--- config.mk ---
export PLATFORM = sky130hd
export DESIGN_NAME = uart_tx_mmio
export DESIGN_NICKNAME = d
export VERILOG_FILES = /design/src/rtl/uart_tx_mmio_pkg.sv /design/src/rtl/uart_tx_mmio_fifo.sv /design/src/rtl/uart_tx_mmio.sv
export SDC_FILE = /design/constraint.sdc
export NUM_CORES = 1
export LEC_CHECK = 0
export ABC_AREA = 1
export BUFFER_PORTS_ARGS = -buffer_cell sky130_fd_sc_hd__buf_2
export CORE_MARGIN = 2
export CORE_UTILIZATION = 40
export CTS_CLUSTER_DIAMETER = 120
export DETAILED_ROUTE_END_ITERATION = 6
export HOLD_SLACK_MARGIN = 0.05
export PLACE_DENSITY_LB_ADDON = 0.2
export SLEW_MARGIN = 20
export SYNTH_ARGS = -nofsm -noshare
export SYNTH_HDL_FRONTEND = slang
export SYNTH_HIERARCHICAL = 1
export SYNTH_SLANG_ARGS = --single-unit
--- constraint.sdc ---
create_clock -name clk_in -period 5 [get_ports clk_in]
set_input_delay 0.25 -clock clk_in [delete_from_list [all_inputs] [get_ports clk_in]]
set_output_delay 0.25 -clock clk_in [all_outputs]
set_load 0.02 [all_outputs]
--- src/rtl/uart_tx_mmio_pkg.sv ---
// uart_regs: shared definitions for the memory-mapped UART transmitter.
//   - register offsets within the 4-byte register window
//   - STATUS and CTRL bit positions
//   - TX serialiser state type
package uart_regs;

    localparam logic [1:0] RegData   = 2'd0;
    localparam logic [1:0] RegStatus = 2'd1;
    localparam logic [1:0] RegCtrl   = 2'd2;

    // STATUS bits; the fill count occupies [7:4]
    localparam int StFull    = 0;
    localparam int StEmpty   = 1;
    localparam int StBusy    = 2;
    localparam int StOvf     = 3;
    localparam int StCountLo = 4;

    // CTRL bits; flush and ovf_clr are write-1 pulses and read back 0
    localparam int CtrlTxEn   = 0;
    localparam int CtrlIrqEn  = 1;
    localparam int CtrlFlush  = 2;
    localparam int CtrlOvfClr = 3;

    typedef enum logic [1:0] {
        TxIdle  = 2'd0,
        TxStart = 2'd1,
        TxData  = 2'd2,
        TxStop  = 2'd3
    } tx_state_t;

endpackage

--- src/rtl/uart_tx_mmio_fifo.sv ---
// sync_fifo: single-clock FIFO with combinational head read.
//   clk_in, reset (async, active-low)
//   push/wdata : enqueue; ignored when full unless a pop happens in the same cycle
//   pop        : dequeue head; ignored when empty
//   flush      : empties the FIFO, takes priority over a simultaneous push
//   rdata      : current head entry
//   full, empty, count (0..DEPTH)
module sync_fifo #(
    parameter  int WIDTH = 8,
    parameter  int DEPTH = 4,
    localparam int AW    = $clog2(DEPTH),
    localparam int CW    = $clog2(DEPTH + 1)
) (
    input  logic             clk_in,
    input  logic             reset,
    input  logic             push,
    input  logic             pop,
    input  logic             flush,
    input  logic [WIDTH-1:0] wdata,
    output logic [WIDTH-1:0] rdata,
    output logic             full,
    output logic             empty,
    output logic [CW-1:0]    count
);

    logic [WIDTH-1:0] mem [DEPTH];
    logic [AW-1:0]    wr_ptr;
    logic [AW-1:0]    rd_ptr;
    logic             do_push;
    logic             do_pop;

    assign full    = (count == CW'(DEPTH));
    assign empty   = (count == '0);
    assign rdata   = mem[rd_ptr];
    assign do_pop  = pop && !empty;
    // A pop frees a slot in the same cycle, so a push into a full FIFO is
    // still accepted when it coincides with a pop.
    assign do_push = push && (!full || do_pop) && !flush;

    always_ff @(posedge clk_in or negedge reset) begin
        if (!reset) begin
            wr_ptr <= '0;
            rd_ptr <= '0;
            count  <= '0;
        end else if (flush) begin
            wr_ptr <= '0;
            rd_ptr <= '0;
            count  <= '0;
        end else begin
            // Pointers are AW bits wide, so they wrap modulo DEPTH for free.
            if (do_push) wr_ptr <= wr_ptr + 1'b1;
            if (do_pop)  rd_ptr <= rd_ptr + 1'b1;
            case ({do_push, do_pop})
                2'b10:   count <= count + CW'(1);
                2'b01:   count <= count - CW'(1);
                default: count <= count;
            endcase
        end
    end

    always_ff @(posedge clk_in) begin
        if (do_push) mem[wr_ptr] <= wdata;
    end

endmodule

--- src/rtl/uart_tx_mmio.sv ---
// uart_tx_mmio: memory-mapped 8N1 UART transmitter for the cpu6502 bus.
//   clk_in, reset (async, active-low)
//   address_in, data_in, READ_write : CPU bus (READ_write 1 = write)
//   data_out    : combinational read data, 8'h00 when not selected
//   selected    : combinational, address_in within BASE_ADDR..BASE_ADDR+3
//   tx_out      : registered serial line, idle high
//   tx_idle_irq : registered, FIFO empty and serialiser idle with irq_en set
//
// state   | meaning
// TxIdle  | line high; pops the FIFO head when tx_en and data available
// TxStart | start bit (low) for CLKS_PER_BIT cycles
// TxData  | 8 data bits LSB first, CLKS_PER_BIT cycles each
// TxStop  | stop bit (high) for CLKS_PER_BIT cycles, then back to TxIdle
module uart_tx_mmio
    import uart_regs::*;
#(
    parameter logic [15:0] BASE_ADDR    = 16'h8000,
    parameter int          CLKS_PER_BIT = 16,
    parameter int          FIFO_DEPTH   = 4
) (
    input  logic        clk_in,
    input  logic        reset,
    input  logic [15:0] address_in,
    input  logic [7:0]  data_in,
    input  logic        READ_write,
    output logic [7:0]  data_out,
    output logic        selected,
    output logic        tx_out,
    output logic        tx_idle_irq
);

    localparam int BW = $clog2(CLKS_PER_BIT);
    localparam int CW = $clog2(FIFO_DEPTH + 1);
    localparam logic [BW-1:0] BaudLast = BW'(CLKS_PER_BIT - 1);

    logic [1:0]    reg_off;
    logic          wr_en;
    logic          data_wr;
    logic          ctrl_wr;
    logic          flush;
    logic          ovf_clr;
    logic          tx_en;
    logic          irq_en;
    logic          ovf;
    logic          fifo_pop;
    logic [7:0]    fifo_rdata;
    logic          fifo_full;
    logic          fifo_empty;
    logic [CW-1:0] fifo_count;
    logic [7:0]    status;
    tx_state_t     state;
    logic [BW-1:0] baud;
    logic [2:0]    bit_idx;
    logic [7:0]    shift;
    logic          baud_last;

    assign selected = (address_in[15:2] == BASE_ADDR[15:2]);
    assign reg_off  = address_in[1:0];
    assign wr_en    = selected && READ_write;
    assign data_wr  = wr_en && (reg_off == RegData);
    assign ctrl_wr  = wr_en && (reg_off == RegCtrl);
    assign flush    = ctrl_wr && data_in[CtrlFlush];
    assign ovf_clr  = ctrl_wr && data_in[CtrlOvfClr];
    assign fifo_pop = (state == TxIdle) && tx_en && !fifo_empty;

    sync_fifo #(.WIDTH(8), .DEPTH(FIFO_DEPTH)) u_fifo (
        .clk_in (clk_in),
        .reset  (reset),
        .push   (data_wr),
        .pop    (fifo_pop),
        .flush  (flush),
        .wdata  (data_in),
        .rdata  (fifo_rdata),
        .full   (fifo_full),
        .empty  (fifo_empty),
        .count  (fifo_count)
    );

    always_ff @(posedge clk_in or negedge reset) begin
        if (!reset) begin
            tx_en       <= 1'b1;
            irq_en      <= 1'b0;
            ovf         <= 1'b0;
            tx_idle_irq <= 1'b0;
        end else begin
            if (ctrl_wr) begin
                tx_en  <= data_in[CtrlTxEn];
                irq_en <= data_in[CtrlIrqEn];
            end
            // A dropped byte on the same edge as ovf_clr keeps the flag set.
            if (data_wr && fifo_full && !fifo_pop) ovf <= 1'b1;
            else if (ovf_clr)                      ovf <= 1'b0;
            tx_idle_irq <= fifo_empty && (state == TxIdle) && irq_en;
        end
    end

    assign baud_last = (baud == BaudLast);

    always_ff @(posedge clk_in or negedge reset) begin
        if (!reset) begin
            state   <= TxIdle;
            baud    <= '0;
            bit_idx <= '0;
            shift   <= '0;
            tx_out  <= 1'b1;
        end else begin
            case (state)
                TxIdle: begin
                    baud <= '0;
                    if (fifo_pop) begin
                        state  <= TxStart;
                        shift  <= fifo_rdata;
                        tx_out <= 1'b0;
                    end
                end
                TxStart: begin
                    if (baud_last) begin
                        state   <= TxData;
                        baud    <= '0;
                        bit_idx <= '0;
                        tx_out  <= shift[0];
                    end else begin
                        baud <= baud + 1'b1;
                    end
                end
                TxData: begin
                    if (baud_last) begin
                        baud <= '0;
                        if (bit_idx == 3'd7) begin
                            state  <= TxStop;
                            tx_out <= 1'b1;
                        end else begin
                            // shift[0] is on the line; shift[1] is the next bit.
                            bit_idx <= bit_idx + 1'b1;
                            shift   <= {1'b0, shift[7:1]};
                            tx_out  <= shift[1];
                        end
                    end else begin
                        baud <= baud + 1'b1;
                    end
                end
                TxStop: begin
                    if (baud_last) begin
                        state <= TxIdle;
                        baud  <= '0;
                    end else begin
                        baud <= baud + 1'b1;
                    end
                end
                default: begin
                    state  <= TxIdle;
                    baud   <= '0;
                    tx_out <= 1'b1;
                end
            endcase
        end
    end

    always_comb begin
        status                    = '0;
        status[StFull]            = fifo_full;
        status[StEmpty]           = fifo_empty;
        status[StBusy]            = (state != TxIdle);
        status[StOvf]             = ovf;
        status[StCountLo +: 4]    = 4'(fifo_count);
    end

    always_comb begin
        data_out = 8'h00;
        if (selected) begin
            case (reg_off)
                RegStatus: data_out = status;
                RegCtrl:   data_out = {6'b0, irq_en, tx_en};
                default:   data_out = 8'h00;
            endcase
        end
    end

endmodule

* Word level (Yosys, flattened, before mapping)
Memory sizes are Yosys's and may differ from the RTL's.
Index checks and enable logic that the tools add are counted.
** Word-level totals
- Register bits :: 29
- Memory bits (writable) :: 32
- Word-level logic and storage cells :: 104
- Memories kept :: 1
** Operators by class
- Add/subtract/negate cells :: 6
- Equal/unequal tests :: 17
- Mux-type cells :: 33
- Reductions and logical operators :: 35
** Memory list
- u_fifo.mem :: words 4, width 8, read ports 1, clocked after memory_dff 0, wr ports 1, RTL line uart_tx_mmio_fifo.sv:26 : logic [WIDTH-1:0] mem [DEPTH];
** Operator list (count)
- 8-bit 2-to-1 mux :: 3
- 2-bit 2-to-1 mux :: 9
- 8-bit case mux with 2 select lines :: 1
- 14-bit == test, second input constant :: 1
- 1-bit logical AND :: 14
- 7-bit case mux with 2 select lines :: 1
- 3-bit 2-to-1 mux :: 4
- 2-bit != test, second input constant :: 6
- 3-bit case mux with 2 select lines :: 2
- 4-bit AND reduction :: 3
- 2-bit nonzero test :: 6
- 2-bit == test, second input constant :: 4
- 1-bit 2-to-1 mux :: 8
- 2-bit case mux with 4 select lines :: 1
- 4-bit case mux with 2 select lines :: 1
- 7-bit 2-to-1 mux :: 1
- 3-bit by 1-bit adder with 3-bit output, second input constant :: 2
- 2-bit by 1-bit == test with 1-bit output, second input constant :: 3
- 3-bit == test, second input constant :: 2
- 3-bit nonzero test :: 2
- 5-bit AND reduction :: 1
- 2-bit by 1-bit adder with 2-bit output, second input constant :: 2
- 4-bit by 1-bit adder with 4-bit output, second input constant :: 1
- 4-bit == test, second input constant :: 1
- other kinds (8) :: 12

* Longest topological paths before layout
Gate-level depths: netlist of the first run.
- Word-level depth :: 10
- Gate-level depth with buffers :: 18
- Gate-level depth less buffers :: 18

* By module
Netlist of the first run, hierarchy kept.
** By module, submodules not included
- sync_fifo :: times used 1, cells an instance 140, area an instance 1699.1 um^2, seq. area each 1136.1 um^2
- uart_tx_mmio :: times used 1, cells an instance 182, area an instance 1447.6 um^2, seq. area each 553.0 um^2

* Worst setup path before layout of the first run
OpenSTA, ideal clock, no wires.
- Path type :: register to register
- Start point :: register state[0]
- End point :: register u_fifo.count[2]
- Setup time :: 0.117 ns
- Arrival time :: 2.231 ns
- Data required time :: 4.883 ns
- Setup slack :: 2.652 ns
- Cell stages (with the launch flop) :: 17
- Buffers on the path :: 0
- Path through :: dfrtp_1 -> inv_1 -> ha_1 -> inv_1 -> nor3_1 -> inv_2 -> nand3_2 -> nand3_4 -> nand2_4 -> inv_1 -> fa_1 -> xnor2_1 -> inv_1 -> nand2_1 -> nand2_1 -> nand3_1 -> nand2_1
** On the way
- Longest elaborated chain between the ends :: 10
- Elaborated cells between the ends (all ways) :: 12
** Ends and longest elaborated chain
- from (decl) :: RTL line uart_tx_mmio.sv:51 : tx_state_t state;
- from (signal assigned) :: RTL line uart_tx_mmio.sv:101 : state <= TxIdle;
- from (signal assigned) :: RTL line uart_tx_mmio.sv:111 : state <= TxStart;
- from (signal assigned) :: RTL line uart_tx_mmio.sv:118 : state <= TxData;
- 2-bit zero test * :: RTL line uart_tx_mmio.sv:64 : assign fifo_pop = (state == TxIdle) && tx_en && !fifo_empty;
- 1-bit logical AND * (2 in series) :: RTL line uart_tx_mmio.sv:64
- named net fifo_pop :: RTL line uart_tx_mmio.sv:45 : logic fifo_pop;
- 1-bit logical AND * :: RTL line uart_tx_mmio_fifo.sv:35 : assign do_pop = pop && !empty;
- 1-bit logical OR :: RTL line uart_tx_mmio_fifo.sv:38 : assign do_push = push && (!full || do_pop) && !flush;
- 1-bit logical AND (2 in series) :: RTL line uart_tx_mmio_fifo.sv:38
- 2-bit by 1-bit == test with 1-bit output or 2-bit == test (tied branches) :: RTL line uart_tx_mmio_fifo.sv:53 : case ({do_push, do_pop})
- 3-bit case mux with 2 select lines :: RTL line uart_tx_mmio_fifo.sv:53
- 3-bit 2-to-1 mux :: RTL line uart_tx_mmio_fifo.sv:45 : end else if (flush) begin
- to (signal assigned) :: RTL line uart_tx_mmio_fifo.sv:54 : 2'b10: count <= count + CW'(1);
- to (signal assigned) :: RTL line uart_tx_mmio_fifo.sv:55 : 2'b01: count <= count - CW'(1);
- to (signal assigned) :: RTL line uart_tx_mmio_fifo.sv:56 : default: count <= count;
- to (decl) :: RTL line uart_tx_mmio_fifo.sv:23 : output logic [CW-1:0] count
The timed path passes the listed nets; every way through them passes the cells marked *.
A chain may end at the register's enable or synchronous reset.

* Final worst setup path of the first run
Same ends and word-level chain as after synthesis.

==> metrics.md, run 1 <==
| Metric | Value |
|---|---|
| Met2 usage | `25.67%` |
| Nets@finish | `406` |
| Port bufs | `36` |
| Total gr overflow | `0` |
| Via-to-Cell Ratio | `4.611` |
| Status | `complete, no violations` |
| Number of library cell types mapped by synthesis | `39` |
| Worst Clk Skew | `0.007359 ns` |
| Hold buffers post-CTS | `1` |
| CTS tree | `built` |
| Setup bufs post-CTS | `0` |
| Hold crit path type | `in2reg` |
| Initial core utilization | `40.93%` |
| Worst-Margin Slew | `0.8045 ns` |
| Final WS setup | `2.405 ns` |
| CORE AREA | `7687 um2` |
| Clk_lat worst skew | `0.34 ns` |
| Crit-path max FO | `7` |
| Top delay family on crit path | `simple AND/OR/NAND/NOR gates` |
| Max-slew headroom | `46.17%` |
| Pleak | `1.634 nW` |
| H-tree Lvls | `3` |
| Synth warn | `6` |
| Crit path time final | `2.595 ns` |
| Unrepaired setup endpoints after global routing | `no` |
| RD Place Congestion | `0.7252` |
| Hold Vio Cnt, Final | `0` |
| Setup WS pre-CTS | `2.361 ns` |
| Final Power | `1.481 mW` |
| Row cnt | `32` |
| Final wirelength | `5.679 mm` |
| Via count | `2,167` |
| Max Fclk | `385.3 MHz` |
| Seq/Total Area, Yosys | `53.68%` |
| ANT cells | `0` |
| Most frequent cells in the layout | `53 x nand2_1, 45 x inv_1, 43 x nor2_1, 36 x buf_2, 32 x edfxtp_1` |
| Most used flip-flop cell after synthesis | `edfxtp_1` |
| Multi-input gate area | `1212 um2` |
| Worst-path clk slew | `0.07 ns` |
| Share of layout cells above drive strength 1 | `21.20%` |
| Max-Cap Viols | `0` |
| Tcrit/Tclk final | `51.91%` |
| Dpl hpwl | `4.129 mm` |
| Root buffer cell | `clkbuf_8` |
| Clk buf depth | `2` |
| Seq cells post-synth | `61` |
| Die X-Extent | `92.70 um` |
| Startpoint Class | `flop` |
| VDD IR max | `0.0001335 V` |
| Critical path startpoint | `state[0]$_DFFE_PN0P_` |
| Async S/R FF share, synth | `47.54%` |
| CP most frequent cell | `inv_1` |
| Die H | `92.70 um` |
| Clock Sinks | `61` |
| Routed Antenna Nets | `0` |
| Max-slew violation count | `0` |
| Gr busiest metal | `met2` |
| First-pass GRT wire length | `9.956 mm` |
| Arrival @ worst endpoint | `2.83 ns` |
| Reg2reg end | `u_fifo/count[2]$_DFFE_PN0P_` |
| Commonest non-fill, non-tap cell in the layout | `nand2_1` |
| Residual DRC | `0` |
| R2R setup slack | `2.40 ns` |
| Worst path depth | `16` |
| Cts bufs inserted | `9` |
| Layout area overhead | `16.10%` |
| Synthesized cell area | `3147 um2` |
| Worst Setup End Kind | `flop` |
| GRT Total Usage | `15.15%` |
| CP Class | `reg2reg` |
| Storage element area | `1689 um2` |
| CP required | `5.24 ns` |
| Mapped Nets | `365` |
| Pin count of the biggest net entering global routing | `30` |
| Die area | `8592 um2` |
| R2R cell count | `16` |
| I/O Pins | `38` |
| Critical Path End | `u_fifo/count[2]$_DFFE_PN0P_` |
| Post-synthesis cell count | `322` |
| Met3 usage | `3.336%` |
| Critical-path cell list | `inv_1 -> ha_1 -> inv_1 -> nor3_1 -> inv_2 -> nand3_2 -> nand3_4 -> nand2_4 -> inv_1 -> fa_1 -> xnor2_1 -> inv_1 -> nand2_1 -> nand2_1 -> nand3_1 -> nand2_1` |
| Filler Cells Inserted | `737` |
| R2R Path Start | `state[0]$_DFFE_PN0P_` |
| Setup TNS | `0 ns` |
| CP Buf/Inv Count | `5` |
| Vias in the first global route | `2,160` |
| Mean routed wirelength per cell | `12.08 um` |
| Starting DRT DRC Count | `79` |
| Final setup violation count | `0` |
| CP max-delay cell | `dfrtp_1` |
| Router iterations before antenna repair | `4` |
| Avg Cell Area, Syn | `9.773 um2` |
| Post-CTS Resized | `0` |
| Met1 Resource Use GR | `18.19%` |
| Number of flops mapped to enable cells by yosys | `32` |
| Crit-path max cell delay | `0.41 ns` |
| Cell Pwr Density | `405.3 nW/um2` |
| Initial antenna violation count | `0` |
[flip-flops by register name, indices dropped and copies added, names as in the netlist, 2 cells and up]
signal         cells
u_fifo/rd_ptr      2
baud               4
bit_idx            3
u_fifo/mem        32
state              2
u_fifo/wr_ptr      2
u_fifo/count       3
shift              8
[worst register-to-register path: stages, from the launching register on]
cell	delay, ns
dfrtp_1	0.41
inv_1	0.12
ha_1	0.18
inv_1	0.08
nor3_1	0.34
inv_2	0.11
nand3_2	0.12
nand3_4	0.12
nand2_4	0.12
inv_1	0.05
fa_1	0.37
xnor2_1	0.20
inv_1	0.06
nand2_1	0.06
nand2_1	0.04
nand3_1	0.05
nand2_1	0.05
[power by group]
group          total (mW)  switching (mW)  internal [mW]
Sequential          0.614          0.0278          0.586
Clock               0.530           0.198          0.332
Combinational       0.337           0.213          0.125
Total                1.48           0.439           1.04
[cell usage after synthesis (2+ instances only)]
cell	number	area share [%]
nand3_1	13	2.1
nand2_2	2	0.40
inv_2	3	0.36
buf_2	4	0.64
nor2_4	3	1.1
dfrtp_1	27	21
o21a_1	3	0.72
o21ai_1	7	1.1
ha_1	15	6.0
o21ai_0	25	4.0
nand3_2	2	0.64
edfxtp_1	32	31
buf_6	2	0.72
inv_1	45	5.4
o211ai_1	4	0.95
dfstp_2	2	1.7
a32o_1	2	0.64
a21oi_1	4	0.64
o21ai_2	2	0.56
o22ai_1	8	1.6
nand2_1	53	6.3
nor2_1	43	5.1
nand2_4	4	1.4
nor2_8	2	1.3
[stage by stage]
stage                     hold slack [ns]  std cells  cell area [um2]  utilization (%)
after floorplan                  -0.04559        322             3147                -
after global placement             0.3339        453             3405            44.29
after detailed placement           0.3329        453             3405            44.29
after CTS                          0.1079        470             3654            47.53
after global routing               0.1186        470             3654            47.53
final                              0.1205        470             3654            47.53
[worst min-delay path by stage]
stage	startpoint	to	slack (ns)	cells after the start
global route	data_in[5]	u_fifo/mem[3][5]$_DFFE_PP_	0.12	1
detailed placement	reset	shift[6]$_DFFE_PN0P_	0.33	1
CTS	data_in[4]	u_fifo/mem[3][4]$_DFFE_PP_	0.11	1
global placement	reset	shift[6]$_DFFE_PN0P_	0.33	1
finish	data_in[5]	u_fifo/mem[1][5]$_DFFE_PP_	0.12	1
floorplan	reset	baud[0]$_DFF_PN0_	-0.05	0
[layout make-up]
type	count	area share, %
clock buffers	10	3.493
clock inverters	6	3.048
inverters	50	5.342
multi-input cells	204	33.18
flip-flops and latches	61	46.23
well taps	102	3.493
repair buffers	37	5.205
[layer usage]
layer / vias to the layer above / share of wire [%]
met2: 24 / 48
li1: 1134 / -
met5: - / 0
met3: 10 / 2.9
met4: 0 / 2.1
met1: 999 / 47
[logic make-up (layout without fill, tap and decap cells)]
kind of cell	count (synthesis)	count (layout)	share of synthesized area [%]
adders and majority gates	16	16	6.600
xor gates and xnor gates	2	2	0.5568
other	1	1	0.1192
buffers and inverters	57	103	7.793
DFF	61	61	53.68
AOI/OAI and AO/OA	57	57	11.37
and+or+nand+nor	128	128	19.88
(Power assumes the default switching activity.)
==> run 2: changes to the inputs <==
ABC_AREA = 0   (was 1)
clock period = 2.25 ns   (was 5 ns; I/O delays follow)
==> run 2 against run 1 <==
Compared with the run above:
- utilization increased by 4.0 points
- die area shrank 0.72%
- flip-flop and latch count stayed put
- design area grew 7.9%
- sequential share of layout area fell by 3.4 points
- clock skew shrank 0.0011 ns
- via count is 6.5% lower
- worst setup slack got worse by 2.3 ns
- highest routed layer unchanged
==> metrics.md, run 2 <==
| Metric | Value |
|---|---|
| ANT cells | `0` |
| Most numerous cell in the Yosys netlist | `edfxtp_1` |
| Avg Cell Area, Syn | `13.35 um2` |
| Startpoint Class | `flop` |
| VDD IR max | `0.0002943 V` |
| GRT Total Usage | `15.07%` |
| I/O Pins | `38` |
| Clk buf depth | `2` |
| Async S/R FF share, synth | `47.54%` |
| Arrival @ worst endpoint | `2.39 ns` |
| Synth warn | `6` |
| Commonest cells post-synth | `32 x edfxtp_1, 27 x dfrtp_1, 17 x mux2_2, 15 x ha_1, 13 x inv_1` |
| H-tree Lvls | `3` |
| Initial antenna violation count | `0` |
| Starting DRT DRC Count | `51` |
| Post-layout instance area | `3943 um2` |
| Most frequent cells in the layout | `36 x buf_2, 32 x edfxtp_1, 27 x dfrtp_1, 22 x buf_4, 17 x mux2_2` |
| CP Class | `reg2reg` |
| Vias in the first global route | `2,127` |
| Clock Sinks | `61` |
| Synthesized cell area | `3123 um2` |
| Hold crit path type | `in2reg` |
| Largest cells by area after synthesis | `edfxtp_1 31%, dfrtp_1 22%, mux2_2 6.1%, ha_1 6.0%, mux4_2 5.8%` |
| CORE AREA | `7647 um2` |
| Router iterations before antenna repair | `4` |
| Largest Register | `u_fifo/mem` |
| Nets@finish | `343` |
| Tcrit/Tclk final | `96.97%` |
| Clk_lat worst skew | `0.33 ns` |
| Mean routed wirelength per cell | `14.40 um` |
| Hold Vio Cnt, Final | `0` |
| Storage element area | `1689 um2` |
| Max-Cap Viols | `0` |
| Setup TNS | `0 ns` |
| CP required | `2.45 ns` |
| Synth top area share | `30.77%` |
| Crit-path max FO | `4` |
| Final setup violation count | `0` |
| Mapped Nets | `277` |
| Die area | `8530 um2` |
| Die H | `92.36 um` |
| Final Power | `2.599 mW` |
| Via count | `2,027` |
| Pin count of the biggest net entering global routing | `30` |
| Critical-path cell list | `inv_2 -> ha_2 -> nor3b_4 -> o31ai_4 -> a21oi_2 -> fa_2 -> and2_4 -> a211oi_2 -> a2111oi_2` |
| Post-synthesis cell count | `234` |
| Max-slew headroom | `53.13%` |
| Seq cells post-synth | `61` |
| Most used flip-flop cell after synthesis | `edfxtp_1` |
| Root buffer cell | `clkbuf_8` |
| Port bufs | `36` |
| Top delay family on crit path | `adder cells` |
| CP max-delay cell | `fa_2` |
| CP Buf/Inv Count | `1` |
| Cts bufs inserted | `9` |
| Largest register FFs | `32` |
| Max Fclk | `458.3 MHz` |
| Initial core utilization | `40.84%` |
| Residual DRC | `0` |
| CTS tree | `built` |
| DP Area | `3575 um2` |
| Largest regs | `u_fifo/mem (32), shift (8), baud (4)` |
| Worst-Margin Slew | `0.7031 ns` |
| Crit-path max cell delay | `0.46 ns` |
| Multi-input gate area | `1356 um2` |
| Via-to-Cell Ratio | `4.980` |
| Final wirelength | `5.860 mm` |
| Crit path time final | `2.182 ns` |
| Cell Pwr Density | `659.2 nW/um2` |
| Layout area overhead | `26.24%` |
| Total gr overflow | `0` |
| Die X-Extent | `92.36 um` |
| Worst-path clk slew | `0.07 ns` |
| Unrepaired setup endpoints after global routing | `yes` |
| Area leader, netlist | `edfxtp_1` |
| Worst Clk Skew | `0.006212 ns` |
| Commonest non-fill, non-tap cell in the layout | `buf_2` |
| Pleak | `1.685 nW` |
| First-pass GRT wire length | `9.922 mm` |
| Dpl hpwl | `4.278 mm` |
| Status | `complete, no violations` |
| Number of flops mapped to enable cells by yosys | `32` |
| RD Place Congestion | `0.7006` |
| Share of layout cells above drive strength 1 | `42.30%` |
| Number of library cell types mapped by synthesis | `60` |
| Row cnt | `32` |
| Routed Antenna Nets | `0` |
| Max-slew violation count | `0` |
| Filler Cells Inserted | `655` |
| Worst Setup End Kind | `flop` |
| Seq/Total Area, Yosys | `54.09%` |
| Hold_ws | `0.1678 ns` |
-- run 2: final cells by class --
| cell class | instances | area share, % |
|---|---|---|
| multi-input cells | 146 | 34.40 |
| clock buffers | 9 | 3.142 |
| clock inverters | 7 | 3.078 |
| inverters | 13 | 1.238 |
| flip-flops and latches | 61 | 42.84 |
| well taps | 102 | 3.237 |
| repair buffers | 69 | 12.06 |
-- run 2: path summary, 6_finish.rpt --
check	startpoint	end	slack (ns)	cells past startpoint
min reg2reg	baud[0]$_DFF_PN0_	baud[0]$_DFF_PN0_	0.50	1
max	state[1]$_DFFE_PN0P_	u_fifo/count[1]$_DFFE_PN0P_	0.07	9
min in group asynchronous	reset	shift[4]$_DFFE_PN0P_	0.36	2
min	READ_write	ovf$_DFFE_PN0P_	0.17	3
max reg2reg	state[1]$_DFFE_PN0P_	u_fifo/count[1]$_DFFE_PN0P_	0.07	9
max in group asynchronous	reset	ovf$_DFFE_PN0P_	1.43	2
-- run 2: timing repair --
item                                   4_1_cts  5_1_grt
hold buffers                                 9        0
pin swaps                                    0        1
endpoints found under the hold margin       59        0
gates resized for setup                      1        4
setup endpoints to repair                    1       34
setup buffers                                0        1
-- run 2: kinds of logic (layout without fill, tap and decap cells) --
family / count (synthesis) / in the layout / synth area share [%]
flops: 61 / 61 / 54.09
simple gates: 56 / 56 / 11.38
compound gates: 40 / 40 / 8.454
mux: 28 / 28 / 13.18
buf+inv: 27 / 98 / 4.728
fa+ha+maj: 16 / 16 / 6.651
xor+xnor: 5 / 5 / 1.402
other cells: 1 / 1 / 0.1201
-- run 2: worst register-to-register path: cells and delay by family, from the launching register on --
kind                     cells  cell delay, ns
buffers and inverters        1            0.09
AO/OA/AOI/OAI                4            0.49
flip-flops                   1            0.42
AND/OR/NAND/NOR              2            0.43
adder cells (fa/ha/maj)      2            0.64
-- run 2: stage by stage --
step | setup WS [ns] | utilization (%) | cells
3_5_place_dp | -0.01652 | 46.74 | 381
6_report | 0.06817 | 51.55 | 407
4_1_cts | 0.02010 | 51.19 | 406
5_1_grt | -0.06621 | 51.55 | 407
3_3_place_gp | 0.04301 | 46.74 | 381
2_1_floorplan | -0.02514 | - | 234
-- run 2: layer usage --
metal	global-route usage, %	share of wire (%)	vias to the layer above
met4	7.338	1.8	0
li1	-	-	998
met5	0	0	-
met2	24.57	50	27
met3	2.604	1.8	8
met1	19.53	47	994
-- run 2: report_power, final --
part | leakage (nW) | switching (mW) | total, mW | internal (mW)
combinational | 0.892 | 0.0615 | 0.147 | 0.0854
sequential | 0.670 | 0.0283 | 1.26 | 1.23
clock | 0.124 | 0.449 | 1.19 | 0.741
==> run 3: changes to the inputs <==
CORE_UTILIZATION = 52   (was 40)
==> run 3 against run 2 <==
Compared with the run above:
- clock power shrank 26%
- critical path depth is the same
- die area shrank 22%
- largest power group unchanged
- critical path type unchanged
==> metrics.md, run 3 (synthesis gave the netlist of run 2 again) <==
| Metric | Value |
|---|---|
| Status | `complete, no violations` |
| Worst Setup End Kind | `flop` |
| Router iterations before antenna repair | `4` |
| CTS tree | `built` |
| Mean routed wirelength per cell | `15.06 um` |
| Worst Clk Skew | `0.007821 ns` |
| Max-Cap Viols | `0` |
| Hold path startpoint | `READ_write` |
| Tcrit/Tclk final | `95.05%` |
| Final design utilization | `65.76%` |
| Worst-Margin Slew | `0.6854 ns` |
| Startpoint Class | `flop` |
| Largest Register | `u_fifo/mem` |
| Crit-path max cell delay | `0.46 ns` |
| ANT cells | `0` |
| RD Place Congestion | `0.7815` |
| R2R Path Start | `state[1]$_DFFE_PN0P_` |
| Initial antenna violation count | `0` |
| R2R setup slack | `0.11 ns` |
| Max Fclk | `467.6 MHz` |
| Reg2reg end | `u_fifo/count[1]$_DFFE_PN0P_` |
| Hold Vio Cnt, Final | `0` |
| CP Class | `reg2reg` |
| Top delay family on crit path | `adder cells` |
| Clk_lat worst skew | `0.34 ns` |
| CP required | `2.46 ns` |
| Commonest non-fill, non-tap cell in the layout | `buf_2` |
| Setup WS pre-CTS | `0.02077 ns` |
| CORE AREA | `5851 um2` |
| Share of layout cells above drive strength 1 | `42.02%` |
| First-pass GRT wire length | `9.259 mm` |
| Max-slew headroom | `54.31%` |
| VDD IR max | `0.0005439 V` |
| Cell Pwr Density | `596.5 nW/um2` |
| Crit-path max FO | `4` |
| Die area | `6641 um2` |
| Worst-path clk slew | `0.08 ns` |
| Dpl cells | `355` |
| Row cnt | `28` |
| Hold crit path type | `in2reg` |
| Largest regs | `u_fifo/mem (32), shift (8), baud (4)` |
| Layout area overhead | `23.20%` |
| Starting DRT DRC Count | `64` |
| Pleak | `1.653 nW` |
| Dpl hpwl | `4.176 mm` |
| Cts bufs inserted | `9` |
| GRT Total Usage | `19.07%` |
| Most frequent cells in the layout | `36 x buf_2, 32 x edfxtp_1, 27 x dfrtp_1, 25 x buf_4, 17 x mux2_2` |
| Final WS setup | `0.1115 ns` |
| Post-layout instance area | `3847 um2` |
| DP Area | `3536 um2` |
| Total gr overflow | `0` |
| Hold depth | `3` |
| Vias in the first global route | `1,947` |
| R2R cell count | `9` |
| Root buffer cell | `clkbuf_8` |
| CP Buf/Inv Count | `1` |
| Die X-Extent | `81.50 um` |
| Filler Cells Inserted | `420` |
| Unrepaired setup endpoints after global routing | `no` |
| Post-Layout Cell Count | `382` |
| Critical-path cell list | `inv_2 -> ha_4 -> nor3b_4 -> o31ai_4 -> a21oi_2 -> fa_2 -> and2_4 -> a211oi_2 -> a2111oi_1` |
| Port bufs | `36` |
| Worst Hold Path EP | `ovf$_DFFE_PN0P_` |
| Final setup violation count | `0` |
| Initial core utilization | `53.38%` |
| Max-slew violation count | `0` |
| Clock Sinks | `61` |
| Die H | `81.50 um` |
| Crit path time final | `2.139 ns` |
| CP max-delay cell | `fa_2` |
| Pin count of the biggest net entering global routing | `30` |
| Routed Antenna Nets | `0` |
| Largest register FFs | `32` |
| H-tree Lvls | `3` |
| I/O Pins | `38` |
| Via count | `2,025` |
| Final Power | `2.295 mW` |
| Via-to-Cell Ratio | `5.301` |
| Arrival @ worst endpoint | `2.35 ns` |
| Clk buf depth | `2` |
| Final wirelength | `5.754 mm` |
| Residual DRC | `0` |
| Nets@finish | `345` |
## run 3: changes by cell type in the layout (fill, tap and decap cells not counted), moves of 2 or more
cell	change
buf_4	+3
inv_6	+2
bufinv_16	-3
clkinvlp_4	+3
## run 3: worst max-delay path by stage
| stage | from | endpoint | slack [ns] | cells after the start |
|---|---|---|---|---|
| after floorplan | address_in[4] | u_fifo/count[1]$_DFFE_PN0P_ | -0.03 | 12 |
| after global placement | address_in[4] | u_fifo/count[2]$_DFFE_PN0P_ | 0.07 | 8 |
| after detailed placement | address_in[12] | u_fifo/count[1]$_DFFE_PN0P_ | 0.02 | 11 |
| after CTS | state[1]$_DFFE_PN0P_ | u_fifo/count[1]$_DFFE_PN0P_ | 0.03 | 9 |
| after global routing | state[1]$_DFFE_PN0P_ | u_fifo/count[1]$_DFFE_PN0P_ | 0.02 | 9 |
| final | state[1]$_DFFE_PN0P_ | u_fifo/count[1]$_DFFE_PN0P_ | 0.11 | 9 |
## run 3: where the power goes
part / internal (mW) / leakage, nW / total [mW] / switching [mW]
clock network: 0.412 / 0.0829 / 0.883 / 0.471
logic: 0.0877 / 0.901 / 0.152 / 0.0640
registers: 1.23 / 0.670 / 1.26 / 0.0273
total: 1.73 / 1.65 / 2.29 / 0.562
## run 3: routing by layer
layer	part of all wire, %	global-route usage [%]	vias to the layer above	wire length (um)
met5	0	0	-	0
met4	1.4	6.610	0	80
met3	2.3	4.945	7	132
met2	51	30.98	18	2926
met1	45	24.96	1000	2614
li1	-	-	1000	-
## run 3: layout make-up
type / count / area (um2) / share of cell area [%]
well taps: 75 / 93.84 / 2.439
flip-flops and latches: 61 / 1689 / 43.90
multi-input cells: 146 / 1356 / 35.25
clock buffers: 9 / 123.9 / 3.220
repair buffers: 71 / 478.0 / 12.42
inverters: 13 / 48.80 / 1.268
clock inverters: 7 / 57.56 / 1.496
## run 3: worst min-delay path: stages
cell and delay, ns:
buf_2 0.10, a41oi_1 0.10, a21o_1 0.14
## run 3: per-stage QoR
stage / setup TNS, ns / hold slack [ns]
floorplan: -0.02514 / -0.1831
global placement: 0 / 0.1926
detailed placement: 0 / 0.1963
CTS: 0 / 0.1467
global route: 0 / 0.1629
finish: 0 / 0.1591
## run 3: timing repair
item / CTS / global route
resized for setup: 0 / 4
hold buffers: 9 / 0
setup endpoints to repair: 0 / 31
buffers inserted: 0 / 2
endpoints found under the hold margin: 59 / 0
